File: src/rtl/hazard_ctrl.sv
// hazard_ctrl: load-use stall, branch flush and multi-cycle op sequencing with watchdog and perf counters
module hazard_ctrl #(
  parameter int MC_TIMEOUT = 64,
  parameter int CNT_W      = 16
) (
  input  logic             clk,
  input  logic             rst,
  input  logic             id_ex_mem_read,
  input  logic [4:0]       id_ex_rd,
  input  logic [4:0]       if_id_rs1,
  input  logic [4:0]       if_id_rs2,
  input  logic             if_id_use_rs1,
  input  logic             if_id_use_rs2,
  input  logic             ex_branch_taken,
  input  logic             ex_mc_op,
  input  logic             mc_ready,
  output logic             pc_write,
  output logic             if_id_write,
  output logic             id_ex_write,
  output logic             if_id_flush,
  output logic             id_ex_flush,
  output logic             ex_mem_bubble,
  output logic             mc_start,
  output logic             mc_timeout,
  output logic [CNT_W-1:0] stall_count,
  output logic [CNT_W-1:0] flush_count
);
  localparam int WW = $clog2(MC_TIMEOUT + 1);
  typedef enum logic {RUN, MC_WAIT} state_t;
  state_t           state_q, state_d;
  logic [WW-1:0]    wait_q, wait_d;
  logic [CNT_W-1:0] stall_q, flush_q;
  logic             load_use, flush_evt, timeout_evt;
  assign stall_count = stall_q;
  assign flush_count = flush_q;
  // Mealy decode of pipeline controls and next state; reset forces a free-running pipeline
  always_comb begin
    load_use = id_ex_mem_read && id_ex_rd != 5'd0 &&
               ((if_id_use_rs1 && if_id_rs1 == id_ex_rd) || (if_id_use_rs2 && if_id_rs2 == id_ex_rd));
    state_d = state_q;
    wait_d = wait_q;
    flush_evt = 1'b0;
    timeout_evt = 1'b0;
    pc_write = 1'b1;
    if_id_write = 1'b1;
    id_ex_write = 1'b1;
    if_id_flush = 1'b0;
    id_ex_flush = 1'b0;
    ex_mem_bubble = 1'b0;
    mc_start = 1'b0;
    if (rst) begin
      state_d = RUN;
    end else if (state_q == RUN) begin
      if (ex_branch_taken) begin
        if_id_flush = 1'b1;
        id_ex_flush = 1'b1;
        flush_evt = 1'b1;
      end else if (ex_mc_op) begin
        mc_start = 1'b1;
        pc_write = 1'b0;
        if_id_write = 1'b0;
        id_ex_write = 1'b0;
        ex_mem_bubble = 1'b1;
        state_d = MC_WAIT;
        wait_d = WW'(1);
      end else if (load_use) begin
        pc_write = 1'b0;
        if_id_write = 1'b0;
        id_ex_flush = 1'b1;
      end
    end else begin
      if (mc_ready) begin
        state_d = RUN;
        wait_d = '0;
      end else if (wait_q == WW'(MC_TIMEOUT)) begin
        ex_mem_bubble = 1'b1;
        timeout_evt = 1'b1;
        state_d = RUN;
        wait_d = '0;
      end else begin
        pc_write = 1'b0;
        if_id_write = 1'b0;
        id_ex_write = 1'b0;
        ex_mem_bubble = 1'b1;
        wait_d = wait_q + 1'b1;
      end
    end
  end
  // State, wait counter, sticky watchdog flag and saturating perf counters
  always_ff @(posedge clk) begin
    if (rst) begin
      state_q <= RUN;
      wait_q <= '0;
      mc_timeout <= 1'b0;
      stall_q <= '0;
      flush_q <= '0;
    end else begin
      state_q <= state_d;
      wait_q <= wait_d;
      mc_timeout <= mc_timeout | timeout_evt;
      if (!pc_write && !(&stall_q)) stall_q <= stall_q + 1'b1;
      if (flush_evt && !(&flush_q)) flush_q <= flush_q + 1'b1;
    end
  end
endmodule

File: config.mk
export PLATFORM = sky130hd
export DESIGN_NAME = hazard_ctrl
export DESIGN_NICKNAME = d
export VERILOG_FILES = /design/src/rtl/hazard_ctrl.sv
export SDC_FILE = /design/constraint.sdc
export NUM_CORES = 1
export LEC_CHECK = 0
export BUFFER_PORTS_ARGS = -buffer_cell sky130_fd_sc_hd__buf_4
export CAP_MARGIN = 5
export CORE_ASPECT_RATIO = 1.25
export CORE_MARGIN = 10
export CORE_UTILIZATION = 50
export DETAILED_ROUTE_END_ITERATION = 12
export HOLD_SLACK_MARGIN = 0.12
export PLACE_DENSITY_LB_ADDON = 0.12
export SLEW_MARGIN = 20
export SYNTH_ARGS = -nofsm -noshare
export SYNTH_HDL_FRONTEND = slang
export SYNTH_SLANG_ARGS = --single-unit
export TNS_END_PERCENT = 50
File: constraint.sdc
create_clock -name clk -period 2.7 [get_ports clk]
set_input_delay 0.54 -clock clk [delete_from_list [all_inputs] [get_ports clk]]
set_output_delay 0.54 -clock clk [all_outputs]
set_load 0.03 [all_outputs]
==> results of run 1 <==
[cells in the mapped netlist (3+ instances only)]
library cell,number,area share
xnor2_1,7,0.028
nor3_1,4,0.0093
clkbuf_1,4,0.0070
and3_1,5,0.015
and4_1,5,0.020
o31ai_1,4,0.014
nor4_2,3,0.017
xor2_1,22,0.090
nand4_1,9,0.026
or3_1,3,0.0087
ha_1,4,0.023
or4_1,6,0.021
nor2_1,29,0.051
o21a_1,3,0.010
nor4_1,6,0.017
o21ai_0,8,0.019
o311ai_0,3,0.012
nor2b_1,3,0.0087
dfxtp_1,41,0.38
inv_1,10,0.017
nand3_1,15,0.035
a21oi_1,9,0.021
nand2_1,20,0.035
[per-layer routing]
layer  GRT usage  part of all wire  vias to the layer above  wire length [µm]
met4      0.0629             0.016                        0                88
met3      0.0556             0.063                        8               354
met5           0                 0                        -                 0
li1            -                 -                     1058                 -
met2       0.277              0.52                       43              2930
met1       0.154              0.40                      972              2250
[flip-flops by register name, summed over array words and instances (netlist names)]
| name | count |
|---|---|
| flush_count | 16 |
| state_q | 1 |
| mc_timeout | 1 |
| stall_count | 16 |
| wait_q | 7 |
[what timing repair did]
| action | in CTS | in global routing |
|---|---|---|
| endpoints found under the setup margin | 2 | 3 |
| setup buffers | 2 | 3 |
| hold buffers | 0 | 0 |
| pin swaps | 2 | 2 |
| resized for setup | 2 | 4 |
| gates cloned | 0 | 0 |
[worst max-delay path by stage]
| stage | depth (start not counted) | slack [ps] | startpoint | to |
|---|---|---|---|---|
| final | 8 | 90 | wait_q[1] | if_id_write |
| after global routing | 8 | -1 | wait_q[1] | pc_write |
| after CTS | 8 | 2 | wait_q[0] | if_id_write |
| after detailed placement | 9 | 80 | id_ex_rd[4] | stall_count[11] |
| after global placement | 9 | 100 | id_ex_rd[4] | stall_count[11] |
| after floorplan | 9 | 60 | wait_q[0] | pc_write |
[area by class of cell]
class | instances | share of cell area
Multi-Input combinational cell | 191 | 0.437
Timing Repair Buffer | 74 | 0.196
Tap cell | 56 | 0.0244
Clock buffer | 6 | 0.0288
Clock inverter | 2 | 0.0131
Sequential cell | 41 | 0.286
Inverter | 11 | 0.0144
[power groups by stage]
stage          logic, mW  clock network, mW  registers (mW)
2_1_floorplan     0.0734                  0           0.640
3_3_place_gp       0.141                  0           0.635
3_5_place_dp       0.143                  0           0.635
4_1_cts            0.148              0.531           0.621
5_1_grt            0.165              0.561           0.623
6_report           0.152              0.522           0.621
[kinds of logic after synthesis]
group	after synthesis	synth area share
simple gates	115	0.293
flops	41	0.381
compound gates	39	0.124
xor+xnor	29	0.118
fa+ha+maj	4	0.0233
mux	4	0.0198
buf+inv	19	0.0407
==> run metrics, run 1 <==
Initial Utilization 0.521; wire per inst 14.8 µm; layout cell share with drive strength beyond 1 0.289; clk sink count 41; number of synthesized flops with an enable pin 0; TritonCTS clock tree yes; die area 0.00734 mm²; sequential share of power 0.480; post-synth cell types 44; vias in the first global route 2037; Post-DP Area 0.00269 mm²; Setup TNS 0 ps; Slew HR 0.624; R2R Setup Slk 120 ps; WHS Endpoint wait_q[1]; Switching Share 0.243; P_sw 314 µW; VDD IR max 0.360 mV; Total Routing Usage GR 0.153; final net count 351; total power draw 1.29 mW; Fmax achieved 0.384 GHz; CTS root buf clkbuf_8; minimum clock period 2610 ps; filler cell count 365; TritonCTS Buffers 5; Mapped Nets 278; pre-CTS setup slack 77.5 ps; PwrDens 451 mW/mm²; Multi-input gate area 0.00125 mm²; r2r startpoint wait_q[1]; YS warnings 0; I/O Buffers 62; Final Max Tran Viols 0; Vias/cell 5.46; DP HPWL 4310 µm; sequential share of the synthesized area 0.381; crit-path max cell delay 460 ps; antenna violations before repair 0; commonest non-fill, non-tap cell in the layout buf_4; predominant post-synthesis flop cell dfxtp_1; Int Pwr 980 µW; Hold Crit Class input pin to flip-flop; clk_skew 6.00 ps; CP Cell Sequence inv_1, ha_1, or4b_4, nor3b_4, o31a_2, o31ai_2, inv_2, buf_6; GP Congestion 0.810; buffers and inverters on the worst path 3; combinational power share 0.117; die width 78.7 µm; Worst Hold Depth 2; final cell count without fillers 381; Syn Area/Cell 8.57 µm²; Die H 93.4 µm; R2R cell count 12; Worst Setup Start Kind flip-flop; DRC Markers 0; drt first pass iters 4; FFs w/ async S/R, synth 0; Crit path arrival time 2070 ps; R2R Path End stall_count[15]; Inst Count DP 368; crit share post-route 0.966; global-route wire length before repair 9200 µm; clk slew on worst S/H paths 80 ps; post-route antenna net violation count 0; leakage 1.17 nW; Least-Margin Pin Slew 558 ps; number of max-cap violations 0; hold wc startpoint rst; Yosys reg bits 41; Register Area 822 µm²; CP Capture Type output port; status completed; H-Tree Depth 2; # setup viols final 0; WHS 467 ps; setup ws final 92.7 ps; Vias 2081; leading cell types in the layout, fill and taps excluded buf_4, dfxtp_1, nor2_1, xor2_1, nand2_1; Final Hold Vio Count 0; critical path peak fanout 4; initial drt markers 166; worst-skew pair later-pin latency 300 ps; Design Area, Final 0.00287 mm²; core area 0.00413 mm²; final WL 5620 µm; Crit path max-delay family simple AND/OR/NAND/NOR gates; largest net degree at the start of global routing 27; GR Overflow Total 0; Mapped Area 0.00215 mm²; Crit-path slowest cell or4b_4; Layout area overhead 33.4%; clock buffer depth 2; Post-Synthesis Cells 251; Ant. Diodes 0; critical path class flip-flop to output port; Required @ worst endpoint 2160 ps; io pins 63; Row Count 26; Final Util 0.695; clock network power share 0.403
Power figures use the tool's default switching activity.
==> run 2: changes to the inputs <==
--- a/config.mk
+++ b/config.mk
@@ -13,6 +13,7 @@
 export DETAILED_ROUTE_END_ITERATION = 12
 export HOLD_SLACK_MARGIN = 0.12
 export PLACE_DENSITY_LB_ADDON = 0.12
+export REMOVE_ABC_BUFFERS = 1
 export SLEW_MARGIN = 20
 export SYNTH_ARGS = -nofsm -noshare
 export SYNTH_HDL_FRONTEND = slang
==> run 2 against run 1 <==
  * Sequential power about the same
  * Clock skew decreased by 0.79 ps
  * Sequential share of layout area increased by 0.27 points
  * Flip-flop and latch count unchanged
  * First-iteration DRC count decreased by 50%
  * Maximum frequency increased by 0.14%
  * Non-clock buffer count decreased by 1
  * Critical path type unchanged
  * Critical endpoint is now pc_write
  * Highest routed layer unchanged
==> run metrics, run 2 (same netlist as run 1, synthesis figures left out) <==
io pins 63; Worst Setup Start Kind flip-flop; total power draw 1.24 mW; crit share post-route 0.964; clk sink count 41; setup ws final 96.3 ps; global-route wire length before repair 8950 µm; GR Overflow Total 0; largest net degree at the start of global routing 29; met3 Use GR 0.0498; Required @ worst endpoint 2160 ps; Final Hold Vio Count 0; CP startpoint wait_q[0]; hold wc startpoint rst; Crit path arrival time 2060 ps; vias in the first global route 2010; VDD IR max 0.287 mV; Row Count 26; status completed; Hold Crit Class input pin to flip-flop; Initial Utilization 0.521; I/O Buffers 62; filler cell count 385; drt first pass iters 4; final cell count without fillers 379; Register Area 823 µm²; M2 GR Usage 0.270; wire per inst 14.2 µm; critical path class flip-flop to output port; # setup viols final 0; CTS hold repair buffers 0; Layout area overhead 32.3%; antenna violations before repair 0; final WL 5400 µm; DP HPWL 4220 µm; Post-DP Area 0.00271 mm²; Inst Count DP 370; number of max-cap violations 0; initial drt markers 83; commonest non-fill, non-tap cell in the layout buf_4; Final Max Tran Viols 0; Fmax achieved 0.384 GHz; clk slew on worst S/H paths 80 ps; busiest layer in global routing met2; post-route antenna net violation count 0; WHS 463 ps; H-Tree Depth 2; die width 78.7 µm; Least-Margin Pin Slew 556 ps; Design Area, Final 0.00285 mm²; clk_skew 5.21 ps; Ant. Diodes 0; pre-CTS setup slack 112 ps; final net count 350; TritonCTS Buffers 5; Slew HR 0.625; Total Routing Usage GR 0.148; worst-skew pair later-pin latency 290 ps; GP Congestion 0.805; Vias 2061; die area 0.00734 mm²; r2r startpoint wait_q[0]; DRC Markers 0; CTS root buf clkbuf_8; CP Capture Type output port; layout cell share with drive strength beyond 1 0.288; Die H 93.4 µm; Final Util 0.689; Multi-input gate area 0.00125 mm²; leakage 1.16 nW; critical path peak fanout 4; Setup TNS 0 ps; clock buffer depth 2; PwrDens 436 mW/mm²; Vias/cell 5.44; minimum clock period 2600 ps; leading cell types in the layout, fill and taps excluded buf_4, dfxtp_1, nor2_1, xor2_1, nand2_1; TritonCTS clock tree yes; core area 0.00413 mm²; M1 GR Usage 0.153
## run 2: changes by cell type in the layout (fill, tap and decap cells not counted)
cell and delta:
clkinv_2 +1, dfxtp_1 -1, buf_4 -1, dfxtp_2 +1, clkbuf_8 -1, clkinvlp_4 -1
## run 2: metal layers
layer,up-vias,routed length [µm]
li1,1047,-
met1,965,2200
met2,42,2870
met3,7,273
met4,0,51
met5,-,0
## run 2: final timing paths
kind / to / slack (ps) / depth (start not counted)
hold / removal: wait_q[0] / 460 / 2
setup reg to reg: stall_count[4] / 210 / 12
setup / recovery: pc_write / 100 / 8
hold reg to reg: mc_timeout / 490 / 2
## run 2: area by class of cell
type	instances	area share
multi-input combinational	191	0.440
sequential	41	0.289
timing repair buffer	73	0.195
tap	56	0.0246
clock buffer	5	0.0242
inverter	11	0.0145
clock inverter	2	0.0123
## run 2: power by group
part,total [mW],internal [mW],switching [mW]
registers,0.621,0.611,0.00989
logic,0.149,0.0669,0.0823
clock network,0.472,0.269,0.203
## run 2: what timing repair did
item | 4_1_cts | 5_1_grt
endpoints found under the setup margin | 2 | 2
buffers inserted | 1 | 1
pin swaps | 0 | 2
gates resized for setup | 0 | 7
## run 2: critical path, cell delays in order (launching register included)
cell     delay, ps
dfxtp_2        350
inv_2           60
ha_1           130
or4b_4         470
nor3b_4        220
o31a_2         190
o31ai_2         90
inv_2          120
buf_6          140
==> run 3: changes to the inputs <==
--- a/config.mk
+++ b/config.mk
@@ -5,6 +5,7 @@
 export SDC_FILE = /design/constraint.sdc
 export NUM_CORES = 1
 export LEC_CHECK = 0
+export ABC_AREA = 1
 export BUFFER_PORTS_ARGS = -buffer_cell sky130_fd_sc_hd__buf_4
 export CAP_MARGIN = 5
 export CORE_ASPECT_RATIO = 1.25
==> run 3 against run 2 <==
  * Maximum frequency grew 16%
  * Die area grew 14%
  * Core utilization shrank 6.4 points
  * Register-to-register slack gained 670 ps
  * Count of clock-buffer cells in the layout is the same
  * Critical path type unchanged
  * Highest routed layer unchanged
==> run metrics, run 3 <==
leakage 1.46 nW; wire per inst 12.5 µm; DRC Markers 0; top-area cell type share of the netlist area 0.321; most instantiated cells after synthesis nand2_1, inv_1, dfxtp_1; Mapped Area 0.00255 mm²; YS warnings 0; Vias 2575; Required @ worst endpoint 2160 ps; leading area contributor after synthesis dfxtp_1; Ant. Diodes 0; GR Overflow Total 0; TritonCTS Buffers 5; most common cell in the netlist nand2_1; commonest non-fill, non-tap cell in the layout nand2_1; Final Max Tran Viols 0; CTS hold repair buffers 0; Row Count 29; clk_skew 7.75 ps; CP Capture Type output port; top cells by area, synth dfxtp_1, nand2_1, inv_1; CTS root buf clkbuf_8; unrepaired setup endpoints after global routing false; VDD IR max 0.263 mV; drt first pass iters 4; number of max-cap violations 0; Least-Margin Pin Slew 418 ps; TritonCTS clock tree yes; die width 83.9 µm; largest net degree at the start of global routing 30; I/O Buffers 62; Die H 99.9 µm; Layout area overhead 22.6%; Worst Setup Start Kind flip-flop; pre-CTS setup slack 547 ps; number of synthesized flops with an enable pin 0; Fmax achieved 0.445 GHz; setup ws final 451 ps; critical path class flip-flop to output port; worst-skew pair later-pin latency 300 ps; vias in the first global route 2566; minimum clock period 2250 ps; DP HPWL 4960 µm; Syn Area/Cell 6.60 µm²; Setup TNS 0 ps; post-route antenna net violation count 0; layout cell share with drive strength beyond 1 0.192; post-CTS resize count 0; FFs w/ async S/R, synth 0; crit share post-route 0.833; Vias/cell 5.06; Yosys reg bits 41; # setup viols final 0; status completed; initial drt markers 110; Post-Synthesis Cells 387; sequential share of the synthesized area 0.321; predominant post-synthesis flop cell dfxtp_1; Final Hold Vio Count 0; clock buffer depth 2; Hold Crit Class flip-flop to flip-flop; antenna violations before repair 0; Initial Utilization 0.510; filler cell count 488; final net count 474; critical path peak fanout 5; GP Congestion 0.886; core area 0.00501 mm²; final WL 6350 µm; H-Tree Depth 2; leading cell types in the layout, fill and taps excluded nand2_1, buf_4, inv_1, dfxtp_1, nor2_1; PwrDens 400 mW/mm²; post-synth cell types 32; clk slew on worst S/H paths 80 ps; Total Routing Usage GR 0.149; io pins 63; Slew HR 0.719; global-route wire length before repair 10900 µm; Crit path arrival time 1710 ps; die area 0.00839 mm²; setup repair bufs after CTS 0; clk sink count 41
==> run 3: cell types whose count changed after synthesis, moves of 5 or more <==
cell     previous run  this run
a21oi_1             9        31
and4_1              5         0
inv_1              10        51
nand2_1            20       107
nand3_1            15        28
nor2_1             29        34
nor3_1              4        13
nor4_1              6         1
or4_1               6         0
xor2_1             22        16
==> run 3: kinds of logic after synthesis <==
group,share of synthesized area
AND/OR/NAND/NOR,0.386
buffers and inverters,0.110
XOR/XNOR,0.0754
flip-flops,0.321
AO/OA/AOI/OAI,0.0877
adder cells (fa/ha/maj),0.0196
==> run 3: critical path, stage by stage (launching register included) <==
cell     delay [ps]
dfxtp_1         370
inv_1            80
ha_1            130
inv_1            40
nor3_2          120
nand2_1         120
a21oi_2         210
nand2_2          90
inv_1            80
buf_4           160
==> run 3: cell type report <==
| type | instances | area, µm² | area share |
|---|---|---|---|
| clock inverters | 2 | 35.0 | 0.0112 |
| inverters | 52 | 195 | 0.0623 |
| clock buffers | 5 | 68.8 | 0.0220 |
| flip-flops and latches | 41 | 821 | 0.262 |
| well taps | 62 | 77.6 | 0.0248 |
| multi-input cells | 283 | 1450 | 0.464 |
| repair buffers | 64 | 480 | 0.153 |
==> run 3: final timing paths <==
path | start | end | slack [ps] | depth (start not counted)
setup / recovery | wait_q[0] | if_id_write | 450 | 9
hold / removal | mc_timeout | mc_timeout | 500 | 2
setup reg to reg | wait_q[0] | stall_count[1] | 880 | 11
hold reg to reg | mc_timeout | mc_timeout | 500 | 2
==> run 3: per-layer routing <==
metal  share of wire  global-route usage
met1            0.41               0.155
met2            0.50               0.269
met3           0.072              0.0592
met4           0.015              0.0490
met5               0                   0
==> run 3: stage by stage <==
step / power (mW) / hold WS, ps / util / cells / instance area (µm²)
6_report: 1.25 / 503 / 0.625 / 509 / 3130
5_1_grt: 1.31 / 519 / 0.625 / 509 / 3130
4_1_cts: 1.27 / 510 / 0.625 / 509 / 3130
3_5_place_dp: 0.786 / 496 / 0.605 / 502 / 3030
3_3_place_gp: 0.784 / 482 / 0.605 / 502 / 3030
2_1_floorplan: 0.713 / 481 / - / 376 / 2470
==> run 3: where the power goes <==
group | total, mW | switching [mW] | leakage (nW) | internal [mW]
clock network | 0.481 | 0.213 | 0.0540 | 0.269
logic | 0.154 | 0.0965 | 1.07 | 0.0579
registers | 0.617 | 0.00682 | 0.331 | 0.610
